`config.mk`:
```
export PLATFORM = sky130hd
export DESIGN_NAME = mem_port_arbiter_flat
export DESIGN_NICKNAME = d
export VERILOG_FILES = /design/src/rtl/mem_port_arbiter_if.sv /design/src/rtl/mem_port_arbiter.sv /design/src/flat_wrapper.sv
export SDC_FILE = /design/constraint.sdc
export NUM_CORES = 1
export LEC_CHECK = 0
export BUFFER_PORTS_ARGS = -buffer_cell sky130_fd_sc_hd__buf_2
export CORE_AREA = 2 2 104 106
export DETAILED_ROUTE_END_ITERATION = 8
export DIE_AREA = 0 0 106 108
export PLACE_DENSITY = 0.72
export SLEW_MARGIN = 5
export SYNTH_ARGS = -nofsm -noshare
export SYNTH_HDL_FRONTEND = slang
export SYNTH_SLANG_ARGS = --single-unit
export TNS_END_PERCENT = 20
```
`constraint.sdc`:
```
create_clock -name clk -period 2.4 [get_ports clk]
set_clock_uncertainty 0.05 [all_clocks]
set_input_delay 0.24 -clock clk [delete_from_list [all_inputs] [get_ports clk]]
set_output_delay 0.24 -clock clk [all_outputs]
set_load 0.01 [all_outputs]
```
`src/rtl/mem_port_arbiter_if.sv`:
```
// mem_port_arbiter_if
//   Bundles the two requester handshakes (fetch and data) and the single-port
//   memory command/response bus that the arbiter sits between.
//   slave  : arbiter side (takes requests and mem_rdata, drives grants/dones/commands)
//   master : environment side (requesters plus memory)
interface mem_port_arbiter_if #(
  parameter int ADDR_W = 32,
  parameter int DATA_W = 32
);
  // fetch requester
  logic              i_req;
  logic [ADDR_W-1:0] i_addr;
  logic              i_gnt;
  logic              i_done;
  logic [DATA_W-1:0] i_rdata;
  // data requester
  logic              d_req;
  logic              d_we;
  logic [ADDR_W-1:0] d_addr;
  logic [DATA_W-1:0] d_wdata;
  logic              d_gnt;
  logic              d_done;
  logic [DATA_W-1:0] d_rdata;
  // memory
  logic              mem_en;
  logic              mem_we;
  logic [ADDR_W-1:0] mem_addr;
  logic [DATA_W-1:0] mem_wdata;
  logic [DATA_W-1:0] mem_rdata;

  modport slave (
    input  i_req, i_addr, d_req, d_we, d_addr, d_wdata, mem_rdata,
    output i_gnt, i_done, i_rdata, d_gnt, d_done, d_rdata,
           mem_en, mem_we, mem_addr, mem_wdata
  );

  modport master (
    output i_req, i_addr, d_req, d_we, d_addr, d_wdata, mem_rdata,
    input  i_gnt, i_done, i_rdata, d_gnt, d_done, d_rdata,
           mem_en, mem_we, mem_addr, mem_wdata
  );
endinterface

```
`src/rtl/mem_port_arbiter.sv`:
```
// mem_port_arbiter
//   Shares one single-port synchronous memory between the instruction fetch
//   requester (read only) and the data load/store requester. Round-robin
//   arbitration, one-cycle registered memory command, fixed latency count,
//   one-cycle done strobe back to the winner.
// Ports:
//   clk    : system clock, all state on the rising edge
//   rst_n  : asynchronous reset, ACTIVE-HIGH despite the name
//   bus    : mem_port_arbiter_if.slave (requester handshakes + memory bus)
// Parameters:
//   ADDR_W, DATA_W : bus widths
//   MEM_LAT        : edges from memory command to valid mem_rdata, 1..4
//
// state   | meaning
// --------+-----------------------------------------------------------
// IDLE    | no access in flight, requests sampled at the closing edge
// BUSY_I  | fetch access in flight, counting down memory latency
// BUSY_D  | data access in flight, counting down memory latency
module mem_port_arbiter #(
  parameter int ADDR_W  = 32,
  parameter int DATA_W  = 32,
  parameter int MEM_LAT = 1
) (
  input  logic                 clk,
  input  logic                 rst_n,
  mem_port_arbiter_if.slave    bus
);

  localparam logic [1:0] S_IDLE   = 2'd0;
  localparam logic [1:0] S_BUSY_I = 2'd1;
  localparam logic [1:0] S_BUSY_D = 2'd2;

  logic [1:0]        state_q,     state_d;
  logic [2:0]        cnt_q,       cnt_d;
  logic              last_srv_q,  last_srv_d;   // 0 = fetch, 1 = data
  logic              i_gnt_q,     i_gnt_d;
  logic              d_gnt_q,     d_gnt_d;
  logic              i_done_q,    i_done_d;
  logic              d_done_q,    d_done_d;
  logic              mem_en_q,    mem_en_d;
  logic              mem_we_q,    mem_we_d;
  logic [ADDR_W-1:0] mem_addr_q,  mem_addr_d;
  logic [DATA_W-1:0] mem_wdata_q, mem_wdata_d;

  // Data wins unless fetch is also asking and data was served last.
  logic sel_data;
  assign sel_data = bus.d_req && !(bus.i_req && last_srv_q);

  always_comb begin
    state_d     = state_q;
    cnt_d       = cnt_q;
    last_srv_d  = last_srv_q;
    i_gnt_d     = 1'b0;
    d_gnt_d     = 1'b0;
    i_done_d    = 1'b0;
    d_done_d    = 1'b0;
    mem_en_d    = 1'b0;
    mem_we_d    = 1'b0;
    mem_addr_d  = mem_addr_q;
    mem_wdata_d = mem_wdata_q;

    case (state_q)
      S_IDLE: begin
        if (bus.i_req || bus.d_req) begin
          cnt_d      = 3'(MEM_LAT);
          last_srv_d = sel_data;
          mem_en_d   = 1'b1;
          if (sel_data) begin
            state_d     = S_BUSY_D;
            d_gnt_d     = 1'b1;
            mem_we_d    = bus.d_we;
            mem_addr_d  = bus.d_addr;
            mem_wdata_d = bus.d_wdata;
          end else begin
            state_d    = S_BUSY_I;
            i_gnt_d    = 1'b1;
            mem_addr_d = bus.i_addr;
          end
        end
      end
      S_BUSY_I, S_BUSY_D: begin
        cnt_d = cnt_q - 3'd1;
        // Last count: the done cycle itself behaves as IDLE, so the next
        // grant can be decided at its closing edge.
        if (cnt_q == 3'd1) begin
          state_d  = S_IDLE;
          i_done_d = (state_q == S_BUSY_I);
          d_done_d = (state_q == S_BUSY_D);
        end
      end
      default: state_d = S_IDLE;
    endcase
  end

  always_ff @(posedge clk or posedge rst_n) begin
    if (rst_n) begin
      state_q     <= S_IDLE;
      cnt_q       <= 3'd0;
      last_srv_q  <= 1'b0;
      i_gnt_q     <= 1'b0;
      d_gnt_q     <= 1'b0;
      i_done_q    <= 1'b0;
      d_done_q    <= 1'b0;
      mem_en_q    <= 1'b0;
      mem_we_q    <= 1'b0;
      mem_addr_q  <= '0;
      mem_wdata_q <= '0;
    end else begin
      state_q     <= state_d;
      cnt_q       <= cnt_d;
      last_srv_q  <= last_srv_d;
      i_gnt_q     <= i_gnt_d;
      d_gnt_q     <= d_gnt_d;
      i_done_q    <= i_done_d;
      d_done_q    <= d_done_d;
      mem_en_q    <= mem_en_d;
      mem_we_q    <= mem_we_d;
      mem_addr_q  <= mem_addr_d;
      mem_wdata_q <= mem_wdata_d;
    end
  end

  assign bus.i_gnt     = i_gnt_q;
  assign bus.d_gnt     = d_gnt_q;
  assign bus.i_done    = i_done_q;
  assign bus.d_done    = d_done_q;
  assign bus.mem_en    = mem_en_q;
  assign bus.mem_we    = mem_we_q;
  assign bus.mem_addr  = mem_addr_q;
  assign bus.mem_wdata = mem_wdata_q;
  assign bus.i_rdata   = bus.mem_rdata;
  assign bus.d_rdata   = bus.mem_rdata;

endmodule

```
`src/flat_wrapper.sv`:
```
// flat-port wrapper written by rule: the top's interface ports become plain ports
module mem_port_arbiter_flat 
#(
  parameter int ADDR_W  = 32,
  parameter int DATA_W  = 32,
  parameter int MEM_LAT = 1
)
  (clk, rst_n, bus_i_req, bus_i_addr, bus_d_req, bus_d_we, bus_d_addr, bus_d_wdata, bus_mem_rdata, bus_i_gnt, bus_i_done, bus_i_rdata, bus_d_gnt, bus_d_done, bus_d_rdata, bus_mem_en, bus_mem_we, bus_mem_addr, bus_mem_wdata);
  mem_port_arbiter_if #(.ADDR_W(ADDR_W), .DATA_W(DATA_W)) bus_i ();
  input  logic clk;
  input  logic rst_n;
  input wire logic [$bits(bus_i.i_req)-1:0] bus_i_req;
  input wire logic [$bits(bus_i.i_addr)-1:0] bus_i_addr;
  input wire logic [$bits(bus_i.d_req)-1:0] bus_d_req;
  input wire logic [$bits(bus_i.d_we)-1:0] bus_d_we;
  input wire logic [$bits(bus_i.d_addr)-1:0] bus_d_addr;
  input wire logic [$bits(bus_i.d_wdata)-1:0] bus_d_wdata;
  input wire logic [$bits(bus_i.mem_rdata)-1:0] bus_mem_rdata;
  output wire logic [$bits(bus_i.i_gnt)-1:0] bus_i_gnt;
  output wire logic [$bits(bus_i.i_done)-1:0] bus_i_done;
  output wire logic [$bits(bus_i.i_rdata)-1:0] bus_i_rdata;
  output wire logic [$bits(bus_i.d_gnt)-1:0] bus_d_gnt;
  output wire logic [$bits(bus_i.d_done)-1:0] bus_d_done;
  output wire logic [$bits(bus_i.d_rdata)-1:0] bus_d_rdata;
  output wire logic [$bits(bus_i.mem_en)-1:0] bus_mem_en;
  output wire logic [$bits(bus_i.mem_we)-1:0] bus_mem_we;
  output wire logic [$bits(bus_i.mem_addr)-1:0] bus_mem_addr;
  output wire logic [$bits(bus_i.mem_wdata)-1:0] bus_mem_wdata;
  assign bus_i.i_req = bus_i_req;
  assign bus_i.i_addr = bus_i_addr;
  assign bus_i.d_req = bus_d_req;
  assign bus_i.d_we = bus_d_we;
  assign bus_i.d_addr = bus_d_addr;
  assign bus_i.d_wdata = bus_d_wdata;
  assign bus_i.mem_rdata = bus_mem_rdata;
  assign bus_i_gnt = bus_i.i_gnt;
  assign bus_i_done = bus_i.i_done;
  assign bus_i_rdata = bus_i.i_rdata;
  assign bus_d_gnt = bus_i.d_gnt;
  assign bus_d_done = bus_i.d_done;
  assign bus_d_rdata = bus_i.d_rdata;
  assign bus_mem_en = bus_i.mem_en;
  assign bus_mem_we = bus_i.mem_we;
  assign bus_mem_addr = bus_i.mem_addr;
  assign bus_mem_wdata = bus_i.mem_wdata;
  mem_port_arbiter #(.ADDR_W(ADDR_W), .DATA_W(DATA_W), .MEM_LAT(MEM_LAT)) u_core (.clk(clk), .rst_n(rst_n), .bus(bus_i));
endmodule
```
==> qor.tcl, run 1 <==
set qor(final_layout_size_suffix_gt1_share_pct) 42.92
set qor(setup_viol) 0
set qor(drt_iter0_markers) 134
set qor(power.share.switching_pct) 37.88
set qor(final.fill_count) 993
set qor(hold_path_class) {in -> reg}
set qor(cts_tree) {yes}
set qor(rsz0062_at_grt) {false}
set qor(total_number_of_placement_rows) 37
set qor(cts_htree_levels) 3
set qor(tightestPinTransition_ns) 0.6352
set qor(layout_commonest_cell) {sky130_fd_sc_hd__buf_2}
set qor(synth.distinct_cells) 28
set qor(critical_path.cell_chain) {inv_1, ha_1, nand2_2, inv_4, mux2_2}
set qor(min_period_over_period_pct) 75.20
set qor(hold_violations) 0
set qor(cts_inserted_buffers) 9
set qor(max-slew-margin-rel_pct) 57.66
set qor(avgSynthCellArea_um2) 10.35
set qor(ios) 267
set qor(clockPowerShare_pct) 16.7
set qor(synth-xor-area-share_pct) 0
set qor(synth.area.mux_share_pct) 10.11
set qor(cell_internal_pwr_mw) 3.390
set qor(combinational_family_with_the_most_area_after_synthesis) {buffers and inverters}
set qor(sequential_power_share_pct) 40.7
set qor(fin_cells) 602
set qor(grt_antenna_before_repair) 0
set qor(maximum_vdd_ir_drop_mv) 0.4540
set qor(leakage_nw) 2.217
set qor(min_from) {bus_d_wdata[28]}
set qor(fin_nets) 599
set qor(synth_fa_ha_area_share_pct) 1.707
set qor(drt_pre_antenna_iters) 4
set qor(placed_cell_area_um2) 4174
set qor(critPathTopFamily) {buffers and inverters}
set qor(fin_area_um2) 4372
set qor(fin_max_slew_vios) 0
set qor(final.setup.tns_ns) 0
set qor(clk_path_buf_depth) 2
set qor(power_per_cell_area_nw_per_um2) 1248
set qor(worstPathArrival_ns) 1.98
set qor(power.switching_mw) 2.068
set qor(global_route.usage.total_pct) 14.96
set qor(worst-r2r-cell-count) 5
set qor(fmaxAchievable_mhz) 554.1
set qor(fin_crit_ns) 1.805
set qor(gp_congestion) 0.7735
set qor(path_clk_slew_ns) 0.08
set qor(area_delta_synth_final_pct) 19.29
set qor(synth.yosys.seq_area_share_pct) 51.89
set qor(r2r_start) {u_core.state_q[1]}
set qor(hpwl_um) 6063
set qor(required_arrival_time_at_the_worst_endpoint_ns) 2.57
set qor(p_comb_share_pct) 42.6
set qor(clk_root_buffer_cell) {sky130_fd_sc_hd__clkbuf_8}
set qor(dp_slack_ns) 0.5459
set qor(critPathKind) {reg -> reg}
set qor(diodes) 0
set qor(drt_drc_violations_left) 0
set qor(slowest_delay_ns) 0.39
set qor(grt_pass1_vias) 2810
set qor(grt_overflow) 0
set qor(clk_latency_ns) 0.34
set qor(outcome) {finished, final reports clean}
set qor(maxcap_violations) 0
set qor(min_path_cells) 2
set qor(critical_path.slowest_cell) {sky130_fd_sc_hd__dfrtp_1}
set qor(synthesis.instances) 354
set qor(die_h_um) 108
set qor(min_delay_worst_endpoint) {u_core.bus.mem_wdata[28]}
set qor(route.final.wire_length_um) 8401
set qor(grt_first_pass_wirelength_um) 13490
set qor(setup.worst_path.start_class) {register}
set qor(r2r-end) {u_core.bus.mem_wdata[18]}
set qor(yosys_warnings) 0
set qor(setup_slack_of_the_critical_path_after_layout_ns) 0.5953
set qor(critical_path_buf_inv_count) 2
set qor(timing.reg2reg.setup_slack_ns) 0.60
set qor(synth.cell_area_um2) 3665
set qor(element_type_at_the_critical_path_end) {register}
set qor(tritoncts_num_sinks) 76
set qor(post-place-cells) 585
set qor(io_buffer_count) 170
set qor(drt.antenna.violating_nets) 0
set qor(vias_per_cell) 4.678
set qor(synthesis.nets) 492
set qor(wl_per_cell_um) 13.96
set qor(synth-compound-area-share_pct) 11.03
set qor(vias) 2816
set qor(synth_simple_gate_area_share_pct) 8.877
set qor(initial_core_utilization_pct) 35.82
set qor(grt_max_degree) 77
set qor(final_cell_mix) {170 x sky130_fd_sc_hd__buf_2, 76 x sky130_fd_sc_hd__dfrtp_1, 64 x sky130_fd_sc_hd__a21oi_1}
set qor(die_area_um2) 11450
set qor(critical_path_peak_fanout) 33
set qor(core_area_um2) 10230
set qor(die_x_um) 106
set qor(ys_ff_latch) 76
set qor(cts-resized-gates) 0
==> sequential cells by signal (all words and copies together) (netlist names) <==
signal and count:
u_core.cnt_q 3, u_core.bus.d_done 1, u_core.last_srv_q 1, u_core.bus.mem_en 1
u_core.bus.mem_we 1, u_core.state_q 2, u_core.bus.d_gnt 1, u_core.bus.i_gnt 1
u_core.bus.mem_addr 32, u_core.bus.i_done 1, u_core.bus.mem_wdata 32
==> metal layers <==
layer  part of all wire [%]  GRT usage, %  vias up
li1                       -             -     1326
met1                     41         17.64     1299
met2                     48         24.98      168
met3                    9.7         4.943       23
met4                    2.2         6.673        0
met5                      0             0        -
==> final cells by class <==
| type | count | area, um^2 | area share [%] |
|---|---|---|---|
| flip-flops and latches | 76 | 1902 | 43.50 |
| multi-input cells | 191 | 1162 | 26.59 |
| repair buffers | 175 | 915.9 | 20.95 |
| well taps | 136 | 170.2 | 3.892 |
| clock buffers | 12 | 165.2 | 3.778 |
| inverters | 8 | 33.78 | 0.7728 |
| clock inverters | 4 | 22.52 | 0.5152 |
==> cells by family after synthesis <==
group / count (synthesis)
AND/OR/NAND/NOR: 79
buffers and inverters: 87
AO/OA/AOI/OAI: 74
flip-flops: 76
adder cells (fa/ha/maj): 5
multiplexers: 33
==> Yosys cell counts (all sizes together) <==
cell | instances | area share, %
a21bo | 1 | 0.27
a21boi | 1 | 0.51
a21o | 1 | 0.20
a21oi | 64 | 8.7
a221o | 1 | 0.27
a22o | 1 | 0.24
and3 | 3 | 0.51
buf | 74 | 15
clkbuf | 5 | 0.51
dfrtp | 76 | 52
ha | 5 | 1.7
inv | 8 | 0.89
mux2 | 32 | 9.8
mux2i | 1 | 0.27
nand2 | 36 | 3.8
nand2b | 1 | 0.17
nor2 | 33 | 3.4
nor2b | 2 | 0.34
nor3 | 2 | 0.27
nor3b | 1 | 0.20
o21ai | 5 | 0.79
or3b | 1 | 0.24
==> what timing repair did <==
item,4_1_cts,5_1_grt
setup buffers,0,0
hold buffers,1,0
endpoints found under the hold margin,76,0
==> power by group through the flow <==
stage,sequential [mW],clock (mW),combinational (mW)
after floorplan,2.50,0,1.25
after global placement,2.22,0,2.30
after detailed placement,2.23,0,2.38
after CTS,2.23,0.951,2.38
after global routing,2.30,1.02,2.63
final,2.22,0.910,2.33
==> worst max path at each step <==
stage          slack [ns]                       end  cells after the start              start
6_report             0.60  u_core.bus.mem_wdata[18]                      5  u_core.state_q[1]
5_1_grt              0.45    u_core.bus.mem_addr[9]                      7  u_core.state_q[1]
4_1_cts              0.54    u_core.bus.mem_addr[9]                      7  u_core.state_q[1]
3_5_place_dp         0.55    u_core.bus.mem_addr[9]                      7  u_core.state_q[1]
3_3_place_gp         0.70  u_core.bus.mem_wdata[18]                      5  u_core.state_q[0]
2_1_floorplan        0.17         u_core.bus.d_done                      1              rst_n
==> stage by stage <==
stage | hold WS (ns) | power, mW | util [%]
final | 0.06471 | 5.457 | 42.73
after detailed placement | 0.3151 | 4.617 | 40.80
after CTS | 0.04690 | 5.554 | 42.73
after floorplan | 0.3190 | 3.754 | -
after global placement | 0.2999 | 4.521 | 40.80
after global routing | 0.04458 | 5.942 | 42.73
(Power assumes the default switching activity.)
==> run 2, diff against run 1 <==
--- a/config.mk
+++ b/config.mk
@@ -6,10 +6,10 @@
 export NUM_CORES = 1
 export LEC_CHECK = 0
 export BUFFER_PORTS_ARGS = -buffer_cell sky130_fd_sc_hd__buf_2
-export CORE_AREA = 2 2 104 106
+export CORE_AREA = 2 2 103 105
 export DETAILED_ROUTE_END_ITERATION = 8
-export DIE_AREA = 0 0 106 108
-export PLACE_DENSITY = 0.72
+export DIE_AREA = 0 0 105 107
+export PLACE_DENSITY = 0.76
 export SLEW_MARGIN = 5
 export SYNTH_ARGS = -nofsm -noshare
 export SYNTH_HDL_FRONTEND = slang
==> constraint.sdc (replaced) <==
create_clock -name clk -period 1.65 [get_ports clk]
set_clock_uncertainty 0.05 [all_clocks]
set_input_delay 0.165 -clock clk [delete_from_list [all_inputs] [get_ports clk]]
set_output_delay 0.165 -clock clk [all_outputs]
set_load 0.01 [all_outputs]
==> run 2 against run 1 <==
Maximum frequency is 18% higher. Worst hold slack worse by 0.044 ns. Worst setup slack worse by 0.47 ns. Largest cell class unchanged.
==> qor.tcl, run 2 (synthesis gave the netlist of run 1 again) <==
set qor(maximum_vdd_ir_drop_mv) 0.6962 ;# +53%
set qor(layout_commonest_cell) {sky130_fd_sc_hd__buf_2}
set qor(fmaxAchievable_mhz) 656.0 ;# +18%
set qor(vias) 3098 ;# +10%
set qor(placed_cell_area_um2) 4247 ;# +1.7%
set qor(route.final.wire_length_um) 9515 ;# +13%
set qor(die_x_um) 105 ;# -0.94%
set qor(setup_viol) 0 ;# unchanged
set qor(area_delta_synth_final_pct) 39.16
set qor(leakage_nw) 2.514 ;# +13%
set qor(gr-usage-met2_pct) 28.15 ;# +3.2 points
set qor(die_h_um) 107 ;# -0.93%
set qor(critPathTopFamily) {flip-flops}
set qor(min_delay_worst_endpoint) {u_core.bus.mem_addr[20]}
set qor(fin_crit_ns) 1.524 ;# -0.2804 ns
set qor(drt_pre_antenna_iters) 5 ;# +1
set qor(cell_internal_pwr_mw) 5.475 ;# +62%
set qor(maxcap_violations) 0 ;# unchanged
set qor(setup.worst_path.start_class) {register}
set qor(r2r_start) {u_core.state_q[1]}
set qor(vias_per_cell) 4.652 ;# -0.56%
set qor(min_path_cells) 3 ;# +1
set qor(worst-r2r-cell-count) 6 ;# +1
set qor(area_occupied_by_multi_input_gates_um2) 1190 ;# +2.4%
set qor(dp_slack_ns) -0.01018 ;# -0.5560 ns
set qor(drt.antenna.violating_nets) 0 ;# unchanged
set qor(total_number_of_placement_rows) 37 ;# unchanged
set qor(grt_pass1_vias) 3108 ;# +11%
set qor(cts_inserted_buffers) 9 ;# unchanged
set qor(die_area_um2) 11240 ;# -1.9%
set qor(global_route.usage.total_pct) 16.44 ;# +1.5 points
set qor(min_from) {bus_i_addr[20]}
set qor(grt_antenna_before_repair) 0 ;# unchanged
set qor(critPathKind) {reg -> reg}
set qor(required_arrival_time_at_the_worst_endpoint_ns) 1.81 ;# -0.76 ns
set qor(gp_congestion) 0.7666 ;# -0.89%
set qor(fin_max_slew_vios) 0 ;# unchanged
set qor(p_comb_share_pct) 43.7 ;# +1.1 points
set qor(grt.busiest_layer) {met2}
set qor(final_cell_mix) {170 x sky130_fd_sc_hd__buf_2, 76 x sky130_fd_sc_hd__dfrtp_1, 64 x sky130_fd_sc_hd__a21oi_1}
set qor(drt_drc_violations_left) 0 ;# unchanged
set qor(final.setup.tns_ns) 0 ;# unchanged
set qor(power_per_cell_area_nw_per_um2) 1692 ;# +36%
set qor(ios) 267 ;# unchanged
set qor(fin_nets) 663 ;# +11%
set qor(clk_latency_ns) 0.33 ;# about the same
set qor(critical_path.slowest_cell) {sky130_fd_sc_hd__dfrtp_1}
set qor(outcome) {finished, final reports clean}
set qor(sequential_power_share_pct) 37.4 ;# -3.3 points
set qor(hold_violations) 0 ;# unchanged
set qor(critical_path.cell_chain) {inv_1, ha_4, nand2_2, inv_4, buf_12, mux2_1}
set qor(slowest_delay_ns) 0.39 ;# about the same
set qor(tightestPinTransition_ns) 0.6321 ;# -0.003030 ns
set qor(cts_htree_levels) 3 ;# unchanged
set qor(clockPowerShare_pct) 18.8 ;# +2.1 points
set qor(worstPathArrival_ns) 1.68 ;# -0.30 ns
set qor(max-slew-margin-rel_pct) 57.86 ;# +0.20 points
set qor(initial_core_utilization_pct) 36.31 ;# +0.49 points
set qor(diodes) 0 ;# unchanged
set qor(clk_path_buf_depth) 2 ;# unchanged
set qor(layout.area.seq_um2) 1902 ;# unchanged
set qor(power.share.switching_pct) 36.53 ;# -1.4 points
set qor(io_buffer_count) 170 ;# unchanged
set qor(groute.layer.met3.usage_pct) 5.289 ;# +0.35 points
set qor(power.switching_mw) 3.152 ;# +52%
set qor(critical_path_buf_inv_count) 3 ;# +1
set qor(rsz0062_at_grt) {false}
set qor(clk_root_buffer_cell) {sky130_fd_sc_hd__clkbuf_8}
set qor(grt_overflow) 0 ;# unchanged
set qor(path_clk_slew_ns) 0.08 ;# about the same
set qor(setup_slack_of_the_critical_path_after_layout_ns) 0.1256 ;# -0.4696 ns
set qor(element_type_at_the_critical_path_end) {register}
set qor(fin_area_um2) 5100 ;# +17%
set qor(utilization_pct) 50.53 ;# +7.8 points
set qor(r2r-end) {u_core.bus.mem_wdata[23]}
set qor(wl_per_cell_um) 14.29 ;# +2.4%
set qor(hpwl_um) 6044 ;# -0.31%
set qor(fin_worst_hold_slack_ns) 0.02085 ;# -0.04386 ns
set qor(timing.reg2reg.setup_slack_ns) 0.13 ;# -0.47 ns
set qor(drt_iter0_markers) 166 ;# +24%
set qor(critical_path_peak_fanout) 23 ;# -30%
set qor(grt_first_pass_wirelength_um) 14640 ;# +8.5%
set qor(gr-usage-met1_pct) 18.62 ;# +0.98 points
set qor(core_area_um2) 10090 ;# -1.4%
set qor(min_period_over_period_pct) 92.39 ;# +17 points
set qor(final_layout_size_suffix_gt1_share_pct) 39.81 ;# -3.1 points
set qor(final.fill_count) 885 ;# -11%
set qor(grt_max_degree) 77 ;# unchanged
set qor(cts_tree) {yes}
set qor(tritoncts_num_sinks) 76 ;# unchanged
set qor(hold_path_class) {in -> reg}
run 2: changes by cell type in the layout (fill, tap and decap cells not counted), sizes merged:
cell and delta:
dlygate4sd3 +58, clkinv -3, buf +6, bufinv +2, clkbuf -1, clkinvlp +2
run 2: area by class of cell:
| class | count | area share [%] |
|---|---|---|
| multi-input combinational | 191 | 23.33 |
| clock buffer | 11 | 2.969 |
| inverter | 8 | 0.7115 |
| clock inverter | 5 | 1.644 |
| tap | 136 | 3.337 |
| timing repair buffer | 239 | 30.72 |
| sequential | 76 | 37.29 |
run 2: power groups by stage:
stage,registers (mW),logic [mW],clock network [mW]
finish,3.23,3.77,1.63
global route,3.33,4.16,1.78
CTS,3.22,3.71,1.69
detailed placement,3.23,3.61,0
global placement,3.22,3.46,0
floorplan,3.64,1.82,0
run 2: how the worst max path moves through the flow:
| stage | startpoint | endpoint | slack [ns] | cells past startpoint |
|---|---|---|---|---|
| 2_1_floorplan | u_core.state_q[0] | u_core.state_q[1] | 0.07 | 5 |
| 3_3_place_gp | u_core.state_q[0] | u_core.state_q[1] | 0.06 | 5 |
| 3_5_place_dp | u_core.state_q[0] | u_core.state_q[1] | -0.01 | 5 |
| 4_1_cts | u_core.state_q[0] | u_core.cnt_q[2] | 0.004 | 5 |
| 5_1_grt | u_core.state_q[1] | u_core.state_q[0] | 0.05 | 7 |
| 6_report | u_core.state_q[1] | u_core.bus.mem_wdata[23] | 0.13 | 6 |
run 2: through the flow:
stage,instances,power (mW)
after floorplan,354,5.461
after global placement,591,6.672
after detailed placement,591,6.843
after CTS,665,8.626
after global routing,666,9.278
final,666,8.627
run 2: routing by layer:
| layer | part of all wire (%) | vias up |
|---|---|---|
| li1 | - | 1453 |
| met1 | 40 | 1432 |
| met2 | 49 | 197 |
| met3 | 9.0 | 16 |
| met4 | 1.8 | 0 |
| met5 | 0 | - |
run 2: worst register-to-register path, delay by kind of cell (launching register included):
kind                     cells  cell delay, ns
flip-flops                   1            0.39
buffers and inverters        3            0.35
multiplexers                 1            0.35
adder cells (fa/ha/maj)      1            0.17
AND/OR/NAND/NOR              1            0.09
run 2: timing repair:
item | CTS | global route
hold buffers | 58 | 1
endpoints found under the setup margin | 2 | 7
buffers inserted | 0 | 0
gates resized for setup | 2 | 7
hold endpoints to repair | 133 | 1
==> run 3, diff against run 2 <==
--- a/config.mk
+++ b/config.mk
@@ -7,6 +7,7 @@
 export LEC_CHECK = 0
 export BUFFER_PORTS_ARGS = -buffer_cell sky130_fd_sc_hd__buf_2
 export CORE_AREA = 2 2 103 105
+export CTS_BUF_LIST = sky130_fd_sc_hd__clkbuf_16
 export DETAILED_ROUTE_END_ITERATION = 8
 export DIE_AREA = 0 0 105 107
 export PLACE_DENSITY = 0.76
==> run 3 against run 2 <==
Flip-flop and latch count stayed put. Cell count is 7.1% lower. Register-to-register slack got worse by 0.05 ns. Non-clock buffer count fell by 47. Design area decreased by 7.7%. Die area stayed put. Sequential power about the same. Critical endpoint is now u_core.state_q[1]. Via count shrank 5.7%.
==> qor.tcl, run 3 (synthesis gave the netlist of run 1 again) <==
set qor(grt_pass1_vias) 2801 ;# -9.9%
set qor(worstPathArrival_ns) 1.78 ;# +0.10 ns
set qor(critical_path_buf_inv_count) 1 ;# -2
set qor(die_h_um) 107 ;# unchanged
set qor(global_route.usage.total_pct) 14.85 ;# -1.6 points
set qor(fin_area_um2) 4708 ;# -7.7%
set qor(required_arrival_time_at_the_worst_endpoint_ns) 1.85 ;# +0.04 ns
set qor(utilization_pct) 46.65 ;# -3.9 points
set qor(fin_cells) 619 ;# -7.1%
set qor(cts_inserted_buffers) 9 ;# unchanged
set qor(final_layout_size_suffix_gt1_share_pct) 43.27 ;# +3.5 points
set qor(clk_root_buffer_cell) {sky130_fd_sc_hd__clkbuf_16}
set qor(ios) 267 ;# unchanged
set qor(element_type_at_the_critical_path_end) {register}
set qor(vias_per_cell) 4.721 ;# +1.5%
set qor(fin_nets) 616 ;# -7.1%
set qor(min_period_over_period_pct) 95.34 ;# +3.0 points
set qor(critical_path_peak_fanout) 5 ;# -78%
set qor(cts_htree_levels) 3 ;# unchanged
set qor(core_area_um2) 10090 ;# unchanged
set qor(die_x_um) 105 ;# unchanged
set qor(drt_iter0_markers) 155 ;# -6.6%
set qor(fmaxAchievable_mhz) 635.7 ;# -3.1%
set qor(max-slew-margin-rel_pct) 58.48 ;# +0.62 points
set qor(layout.area.seq_um2) 1902 ;# unchanged
set qor(grt_overflow) 0 ;# unchanged
set qor(drt_drc_violations_left) 0 ;# unchanged
set qor(fin_crit_ns) 1.573 ;# +0.04878 ns
set qor(slowest_delay_ns) 0.49 ;# +0.10 ns
set qor(route.final.wire_length_um) 8566 ;# -10%
set qor(hpwl_um) 6044 ;# unchanged
set qor(design_power_total_mw) 8.957 ;# +3.8%
set qor(io_buffer_count) 170 ;# unchanged
set qor(final_cell_mix) {170 x sky130_fd_sc_hd__buf_2, 76 x sky130_fd_sc_hd__dfrtp_1, 64 x sky130_fd_sc_hd__a21oi_1}
set qor(critical_path.cell_chain) {inv_1, ha_4, or3b_2, o21ai_2, mux2i_1}
set qor(critPathTopFamily) {simple AND/OR/NAND/NOR gates}
set qor(maxcap_violations) 0 ;# unchanged
set qor(hold_violations) 0 ;# unchanged
set qor(vias) 2922 ;# -5.7%
set qor(gp_congestion) 0.7666 ;# unchanged
set qor(clk_path_buf_depth) 2 ;# unchanged
set qor(layout_commonest_cell) {sky130_fd_sc_hd__buf_2}
set qor(fin_max_slew_vios) 0 ;# unchanged
set qor(post-place-cells) 591 ;# unchanged
set qor(setup_viol) 0 ;# unchanged
set qor(drt_pre_antenna_iters) 4 ;# -1
set qor(tightestPinTransition_ns) 0.6228 ;# -0.009344 ns
set qor(diodes) 0 ;# unchanged
set qor(tritoncts_num_sinks) 76 ;# unchanged
set qor(placed_cell_area_um2) 4247 ;# unchanged
set qor(grt_max_degree) 77 ;# unchanged
set qor(setup.worst_path.start_class) {register}
set qor(final.fill_count) 940 ;# +6.2%
set qor(total_number_of_placement_rows) 37 ;# unchanged
set qor(path_clk_slew_ns) 0.06 ;# -0.02 ns
set qor(critPathKind) {reg -> reg}
set qor(maximum_vdd_ir_drop_mv) 0.6146 ;# -12%
set qor(initial_core_utilization_pct) 36.31 ;# unchanged
set qor(wl_per_cell_um) 13.84 ;# -3.1%
set qor(power_per_cell_area_nw_per_um2) 1902 ;# +12%
set qor(count_of_buffers_added_by_post_cts_timing_repair_for_setup) 0 ;# unchanged
set qor(grt_antenna_before_repair) 0 ;# unchanged
set qor(outcome) {finished, final reports clean}
set qor(area_occupied_by_multi_input_gates_um2) 1187 ;# -0.21%
set qor(drt.antenna.violating_nets) 0 ;# unchanged
set qor(cts_tree) {yes}
set qor(area_delta_synth_final_pct) 28.47
set qor(hold_path_class) {in -> reg}
set qor(critical_path.slowest_cell) {sky130_fd_sc_hd__or3b_2}
set qor(leakage_nw) 2.351 ;# -6.5%
set qor(clk_latency_ns) 0.33 ;# about the same
set qor(die_area_um2) 11240 ;# unchanged
set qor(grt_first_pass_wirelength_um) 13180 ;# -10%
## run 3: cell count changes in the layout (fill, tap and decap cells not counted), sizes merged
| cell | delta |
|---|---|
| clkbuf | -2 |
| clkinv | +2 |
| dlygate4sd3 | -47 |
## run 3: metal layers
metal | share of wire (%) | vias up | track usage [%]
met5 | 0 | - | 0
met4 | 1.5 | 0 | 6.190
met3 | 10 | 10 | 5.410
met2 | 48 | 195 | 24.95
met1 | 40 | 1356 | 17.14
li1 | - | 1361 | -
## run 3: report_power, final
group | switching, mW | internal (mW) | total, mW
clock | 0.750 | 1.32 | 2.07
sequential | 0.454 | 2.78 | 3.23
combinational | 1.97 | 1.69 | 3.66
## run 3: metrics by stage
stage / TNS, ns / worst slack (ns) / hold WS [ns]
floorplan: 0 / 0.06849 / 0.2440
global placement: 0 / 0.05892 / 0.2493
detailed placement: -0.01018 / -0.01018 / 0.2711
CTS: 0 / 0.008825 / 0.0003698
global route: -0.008862 / -0.008862 / 0.0007176
finish: 0 / 0.07685 / 0.009640
## run 3: path summary, 6_finish.rpt
path                                          from                        to  slack [ns]  cells past startpoint
hold / removal                     bus_d_wdata[15]  u_core.bus.mem_wdata[15]        0.01                      2
hold reg to reg            u_core.bus.mem_wdata[6]   u_core.bus.mem_wdata[6]        0.43                      1
setup reg to reg                 u_core.state_q[1]         u_core.state_q[1]        0.08                      5
min in group asynchronous                    rst_n   u_core.bus.mem_addr[23]        0.46                      4
max in group asynchronous                    rst_n   u_core.bus.mem_wdata[3]        0.79                      4
setup / recovery                 u_core.state_q[1]         u_core.state_q[1]        0.08                      5
## run 3: timing repair
| item | CTS | global route |
|---|---|---|
| endpoints found under the setup margin | 2 | 4 |
| endpoints found under the hold margin | 84 | 3 |
| resized for setup | 2 | 6 |
| hold buffers | 9 | 3 |
| pin swaps | 0 | 0 |
## run 3: layout make-up
class	instances	area share, %
Timing Repair Buffer	192	23.28
Inverter	8	0.7707
Tap cell	136	3.614
Sequential cell	76	40.39
Clock inverter	7	1.940
Multi-Input combinational cell	191	25.22
Clock buffer	9	4.783
## run 3: worst register-to-register path, delay by kind of cell, from the launching register on
family,cells,cell delay (ns)
simple gates,1,0.50
flops,1,0.38
mux,1,0.19
fa+ha+maj,1,0.17
buf+inv,1,0.11
compound gates,1,0.10
